## src/rtl/disp_pkg.sv

```systemverilog
// Shared constants and helpers for the display timing controller.
// Timing defaults describe 640x480@60 raster geometry.
package disp_pkg;

  localparam int H_ACTIVE_DEF = 640;
  localparam int H_FP_DEF     = 16;
  localparam int H_SYNC_DEF   = 96;
  localparam int H_BP_DEF     = 48;
  localparam int V_ACTIVE_DEF = 480;
  localparam int V_FP_DEF     = 10;
  localparam int V_SYNC_DEF   = 2;
  localparam int V_BP_DEF     = 33;
  localparam int PPW_DEF      = 4;

  localparam int DISP_ADDR_W  = 30;
  localparam int COORD_W      = 10;

  function automatic int ppw_log2(input int ppw);
    int r;
    r = 0;
    for (int i = 0; i < 31; i++) begin
      if ((1 << i) < ppw) r = i + 1;
    end
    return r;
  endfunction

endpackage

```

## src/rtl/disp_timing_ctrl_axis_counter.sv

```systemverilog
// Compatibility alias is not used; see disp_axis_counter.sv for the counter.
// Generic wrapping counter: counts 0..LAST while en_i is high, flags LAST.
module disp_axis_counter #(
  parameter int W    = 10,
  parameter int LAST = 799
) (
  input  logic         clk,
  input  logic         rst,
  input  logic         en_i,
  output logic [W-1:0] cnt_o,
  output logic         last_o
);

  localparam logic [W-1:0] LAST_C = W'(LAST);

  logic [W-1:0] cnt_q;
  logic [W-1:0] cnt_d;

  always_comb begin
    cnt_d = cnt_q + 1'b1;
    if (last_o) cnt_d = '0;
  end

  always_ff @(posedge clk) begin
    if (!rst) begin
      cnt_q <= '0;
    end else if (en_i) begin
      cnt_q <= cnt_d;
    end
  end

  assign cnt_o  = cnt_q;
  assign last_o = (cnt_q == LAST_C);

endmodule

```

## src/rtl/disp_timing_ctrl.sv

```systemverilog
// Raster timing generator with sticky VBLANK flag and per-frame shadowed
// framebuffer fetch pointer. All outputs are registered one cycle after hcnt/vcnt.
module disp_timing_ctrl
  import disp_pkg::*;
#(
  parameter int H_ACTIVE     = H_ACTIVE_DEF,
  parameter int H_FP         = H_FP_DEF,
  parameter int H_SYNC       = H_SYNC_DEF,
  parameter int H_BP         = H_BP_DEF,
  parameter int V_ACTIVE     = V_ACTIVE_DEF,
  parameter int V_FP         = V_FP_DEF,
  parameter int V_SYNC       = V_SYNC_DEF,
  parameter int V_BP         = V_BP_DEF,
  parameter int PIX_PER_WORD = PPW_DEF
) (
  input  logic                   clk,
  input  logic                   rst,
  input  logic [DISP_ADDR_W-1:0] DISPADDR,
  input  logic                   DISPON,
  input  logic                   CLRVBLNK,
  output logic                   VBLANK,
  output logic                   HSYNC_N,
  output logic                   VSYNC_N,
  output logic                   DE,
  output logic                   FETCHREQ,
  output logic [DISP_ADDR_W-1:0] FETCHADDR,
  output logic [COORD_W-1:0]     PIXX,
  output logic [COORD_W-1:0]     PIXY
);

  localparam int H_TOTAL = H_ACTIVE + H_FP + H_SYNC + H_BP;
  localparam int V_TOTAL = V_ACTIVE + V_FP + V_SYNC + V_BP;
  localparam int PPW_LG  = ppw_log2(PIX_PER_WORD);

  localparam logic [COORD_W-1:0] H_ACT_C  = COORD_W'(H_ACTIVE);
  localparam logic [COORD_W-1:0] HS_BEG_C = COORD_W'(H_ACTIVE + H_FP);
  localparam logic [COORD_W-1:0] HS_END_C = COORD_W'(H_ACTIVE + H_FP + H_SYNC);
  localparam logic [COORD_W-1:0] V_ACT_C  = COORD_W'(V_ACTIVE);
  localparam logic [COORD_W-1:0] VS_BEG_C = COORD_W'(V_ACTIVE + V_FP);
  localparam logic [COORD_W-1:0] VS_END_C = COORD_W'(V_ACTIVE + V_FP + V_SYNC);
  localparam logic [COORD_W-1:0] V_SET_C  = COORD_W'(V_ACTIVE - 1);
  localparam logic [COORD_W-1:0] PIX_MASK = COORD_W'((1 << PPW_LG) - 1);

  logic [COORD_W-1:0] hcnt, vcnt;
  logic               h_last, v_last, frame_end;

  disp_axis_counter #(.W(COORD_W), .LAST(H_TOTAL - 1)) u_hcnt (
    .clk    (clk),
    .rst    (rst),
    .en_i   (1'b1),
    .cnt_o  (hcnt),
    .last_o (h_last)
  );

  disp_axis_counter #(.W(COORD_W), .LAST(V_TOTAL - 1)) u_vcnt (
    .clk    (clk),
    .rst    (rst),
    .en_i   (h_last),
    .cnt_o  (vcnt),
    .last_o (v_last)
  );

  assign frame_end = h_last & v_last;

  // ptr_q doubles as the shadowed frame base: it is loaded at the frame
  // boundary and only ever advances by whole words afterwards.
  logic                   on_q, set_q, vbl_q, de_q, hs_n_q, vs_n_q, req_q;
  logic [DISP_ADDR_W-1:0] ptr_q, fa_q;
  logic [COORD_W-1:0]     pixx_q, pixy_q;

  logic                   de_d, hs_n_d, vs_n_d, req_d, set_d, vbl_d;
  logic [DISP_ADDR_W-1:0] ptr_d, fa_d;
  logic [COORD_W-1:0]     pixx_d, pixy_d;

  always_comb begin
    de_d   = (hcnt < H_ACT_C) && (vcnt < V_ACT_C);
    hs_n_d = !((hcnt >= HS_BEG_C) && (hcnt < HS_END_C));
    vs_n_d = !((vcnt >= VS_BEG_C) && (vcnt < VS_END_C));
    req_d  = de_d && on_q && ((hcnt & PIX_MASK) == '0);
    fa_d   = req_d ? ptr_q : fa_q;
    ptr_d  = ptr_q;
    if (frame_end)  ptr_d = DISPADDR;
    else if (req_d) ptr_d = ptr_q + 1'b1;
    pixx_d = de_d ? hcnt : pixx_q;
    pixy_d = de_d ? vcnt : pixy_q;
    // Set event is staged once so VBLANK rises with the registered first blank line.
    set_d  = h_last && (vcnt == V_SET_C);
    vbl_d  = vbl_q;
    if (set_q)         vbl_d = 1'b1;
    else if (CLRVBLNK) vbl_d = 1'b0;
  end

  always_ff @(posedge clk) begin
    if (!rst) begin
      on_q   <= 1'b0;
      set_q  <= 1'b0;
      vbl_q  <= 1'b0;
      de_q   <= 1'b0;
      hs_n_q <= 1'b1;
      vs_n_q <= 1'b1;
      req_q  <= 1'b0;
      ptr_q  <= '0;
      fa_q   <= '0;
      pixx_q <= '0;
      pixy_q <= '0;
    end else begin
      if (frame_end) on_q <= DISPON;
      set_q  <= set_d;
      vbl_q  <= vbl_d;
      de_q   <= de_d;
      hs_n_q <= hs_n_d;
      vs_n_q <= vs_n_d;
      req_q  <= req_d;
      ptr_q  <= ptr_d;
      fa_q   <= fa_d;
      pixx_q <= pixx_d;
      pixy_q <= pixy_d;
    end
  end

  assign VBLANK    = vbl_q;
  assign HSYNC_N   = hs_n_q;
  assign VSYNC_N   = vs_n_q;
  assign DE        = de_q;
  assign FETCHREQ  = req_q;
  assign FETCHADDR = fa_q;
  assign PIXX      = pixx_q;
  assign PIXY      = pixy_q;

endmodule

```

## config.mk

```make
export PLATFORM = sky130hd
export DESIGN_NAME = disp_timing_ctrl
export DESIGN_NICKNAME = d
export VERILOG_FILES = /design/src/rtl/disp_pkg.sv /design/src/rtl/disp_timing_ctrl_axis_counter.sv /design/src/rtl/disp_timing_ctrl.sv
export SDC_FILE = /design/constraint.sdc
export NUM_CORES = 1
export LEC_CHECK = 0
export ABC_AREA = 1
export CAP_MARGIN = 10
export CORE_ASPECT_RATIO = 1.75
export CORE_UTILIZATION = 44
export DETAILED_ROUTE_END_ITERATION = 10
export PLACE_DENSITY = 0.71
export SLEW_MARGIN = 20
export SYNTH_ARGS = -nofsm -noshare
export SYNTH_HDL_FRONTEND = slang
export SYNTH_SLANG_ARGS = --single-unit
```

## constraint.sdc

```tcl
create_clock -name clk -period 1.62 [get_ports clk]
set_input_delay 0.162 -clock clk [delete_from_list [all_inputs] [get_ports clk]]
set_output_delay 0.162 -clock clk [all_outputs]
set_load 0.02 [all_outputs]
```

==> flow_summary.yaml <==
cts:
  cts_buffers: 9
  clk_pin_slew_worst_paths_ns: 0.07
  h-tree-depth: 3
  ctsHoldBuffers: 0
  clockBufferDepth: 2
  clk_latency_ns: 0.35
  cts.sinks: 107
  cts_root_buf: "clkbuf_16"
  tritoncts: "yes"
timing:
  finalCritPeriodShare: 0.992
  slew_viol_final: 0
  whs_ns: 0.403
  setup_violations: 0
  hold_viol_final: 0
  slew_headroom: 0.810
  rsz0062_at_grt: "true"
  finClkSkew_ns: 0.00962
  min_period_ns: 1.61
  timing.fmax_mhz: 623
  setup_tns_ns: 0
  worstMarginPinSlew_ns: 0.285
hold_path:
  hold_depth: 3
  whs_endpoint: "ptr_q[1]$_SDFFE_PN0P_"
  worstHoldStart: "DISPADDR[1]"
  hold_class: "in -> reg"
floorplanning:
  start_util: 0.456
  dieArea_um2: 12100
  rows: 51
  die_y_um: 145
  ios: 89
  die_x_um: 83.5
  core_area_um2: 11200
placement:
  gp_congestion: 0.896
  dp_cells: 988
  dpl.hpwl_mm: 11.0
  port_buffers: 88
yosys:
  synth_top_area_share: 0.418
  syn_nets: 783
  synthDistinctLibCells: 37
  yosysTopAreaCell: "dfxtp_1"
  ys_seq_area_frac: 0.418
  synth-seq-cells: 107
  ys_warn_count: 0
  avgSynthCellArea_um2: 6.88
  ys.flop_type: "dfxtp_1"
  synthTopCellsByArea: "dfxtp_1 (42%), nand2_1 (12%), nor2_1 (7.3%), a21oi_1 (7.2%), inv_1 (5.0%)"
  synth_common_cells: "nand2_1 (167), dfxtp_1 (107), nor2_1 (99)"
  syn_inst: 744
  yosys.cell_count.top_type: "nand2_1"
  synth_area_um2: 5120
  synth_edf_count: 0
  async_flop_share: 0
drt:
  via_per_inst: 5.48
  wl_per_cell_um: 15.6
  antenna_left: 0
  first_pass_iters: 5
  via_count: 5562
  wirelength_mm: 15.8
  drtIter0Drc: 381
  drc: 0
setup_path:
  start_kind: "flop"
  critical_path.slowest_cell: "dfxtp_2"
  rr_endpoint: "ptr_q[17]$_SDFFE_PN0P_"
  ff2ff_setup_slack_ns: 0.01
  worstSetupPathType: "reg -> reg"
  cp_data_arrival_time_ns: 1.88
  crit_buf_inv: 5
  crit_path_end_kind: "flop"
  required_ns: 1.89
  rr_startpoint: "u_hcnt.cnt_o[0]$_SDFF_PP0_"
  rr_worst_depth: 12
  cp_max_fo: 5
  crit_start: "u_hcnt.cnt_o[0]$_SDFF_PP0_"
  cpPeakStageDelay_ns: 0.34
  path_cells: "buf_6 > inv_1 > ha_2 > nand2_1 > inv_2 > nand2_8 > nand2_4 > buf_6 > nand2_2 > clkinv_1 > nand2_1 > a21oi_1"
  crit_family: "buffers and inverters"
layout:
  insertedDiodeCount: 0
  fin_util: 0.639
  final_nets: 917
  fin_cells: 1015
  synthToLayoutAreaGrowth_pct: 40.1
  drive_gt1_frac: 0.163
grt:
  met1_usage: 0.254
  grt_busiest_layer: "met2"
  first_global_vias: 5364
  grt_max_degree: 37
  antenna_found_initial: 0
  grt_overflow_total: 0
  use_met3: 0.0391
  grt_pass1_wl_mm: 24.0
  grt_use_total: 0.248
  met2_usage: 0.468
power:
  ir_drop_uv: 715
  cellPowerDensity_nw_per_um2: 695
  p_total_mw: 4.99
  p_leak_nw: 2.79
job:
  drv_cap: 0
run_status:
  outcome: "finished clean"
==> kinds of logic (layout without fill, tap and decap cells) <==
family          count (synthesis)  count (layout)  synth area share
compound gates                141             141             0.146
xor+xnor                        8               8            0.0137
fa+ha+maj                       5               5            0.0122
buf+inv                       105             244            0.0875
flops                         107             107             0.418
simple gates                  378             378             0.322
==> metrics by stage <==
step	worst slack (ns)	area [um2]
finish	0.0138	7170
global route	-0.0553	7170
CTS	0.00337	6800
detailed placement	-0.0372	6480
global placement	0.0382	6480
floorplan	0.00937	5120
==> cell usage in the layout (no fill, tap or decap), types with 8 or more instances in the layout <==
cell type / instances
o21ai_0: 40
dfxtp_1: 97
clkbuf_16: 13
inv_1: 66
nand2_2: 8
nand3_1: 44
nand3b_1: 11
o21ai_1: 13
nor3_1: 22
clkdlybuf4s50_1: 88
nor2_1: 91
nand4_1: 9
buf_4: 50
a21oi_1: 71
nand2_1: 158
buf_6: 8
==> state kept, by name (all words and copies together) (netlist names), 10 cells and up <==
name / count
ptr_q: 30
u_vcnt.cnt_o: 10
PIXY: 10
FETCHADDR: 30
u_hcnt.cnt_o: 10
PIXX: 10
==> tightest hold or removal path: cells and delay by family <==
kind | cells | cell delay, ns
buf+inv | 1 | 0.39
compound gates | 1 | 0.08
simple gates | 1 | 0.07
==> repair_timing <==
action                     in CTS  in global routing
cloned                          1                  5
pin swaps                       2                 16
setup endpoints to repair      24                 57
hold endpoints to repair        0                  0
gates resized for setup        10                 67
buffers inserted                0                  5
==> report_power, final <==
| group | internal (mW) | switching (mW) |
|---|---|---|
| clock | 1.12 | 0.976 |
| sequential | 2.64 | 0.0102 |
| combinational | 0.134 | 0.104 |
| total | 3.89 | 1.09 |
==> layout make-up <==
class,instances,area [um2]
Clock inverter,4,25.0
Multi-Input combinational cell,532,2710
Sequential cell,107,2160
Tap cell,132,165
Fill cell,948,4060
Timing Repair Buffer,156,1570
Clock buffer,12,256
Inverter,72,285
==> routing by layer <==
metal | share of wire | up-vias | routed length (um)
met3 | 0.052 | 64 | 826
li1 | - | 2686 | -
met1 | 0.37 | 2577 | 5800
met2 | 0.53 | 235 | 8400
met4 | 0.050 | 0 | 785
met5 | 0 | - | 0
==> worst max-delay path by stage <==
stage / end / slack (ns) / cells past startpoint
detailed placement: set_q$_SDFF_PN0_ / -0.04 / 8
global route: ptr_q[17]$_SDFFE_PN0P_ / -0.06 / 10
floorplan: ptr_q[7]$_SDFFE_PN0P_ / 0.009 / 8
global placement: set_q$_SDFF_PN0_ / 0.04 / 8
finish: ptr_q[17]$_SDFFE_PN0P_ / 0.01 / 12
CTS: u_vcnt.cnt_o[1]$_SDFFE_PN0N_ / 0.003 / 7
(Power assumes the default switching activity.)
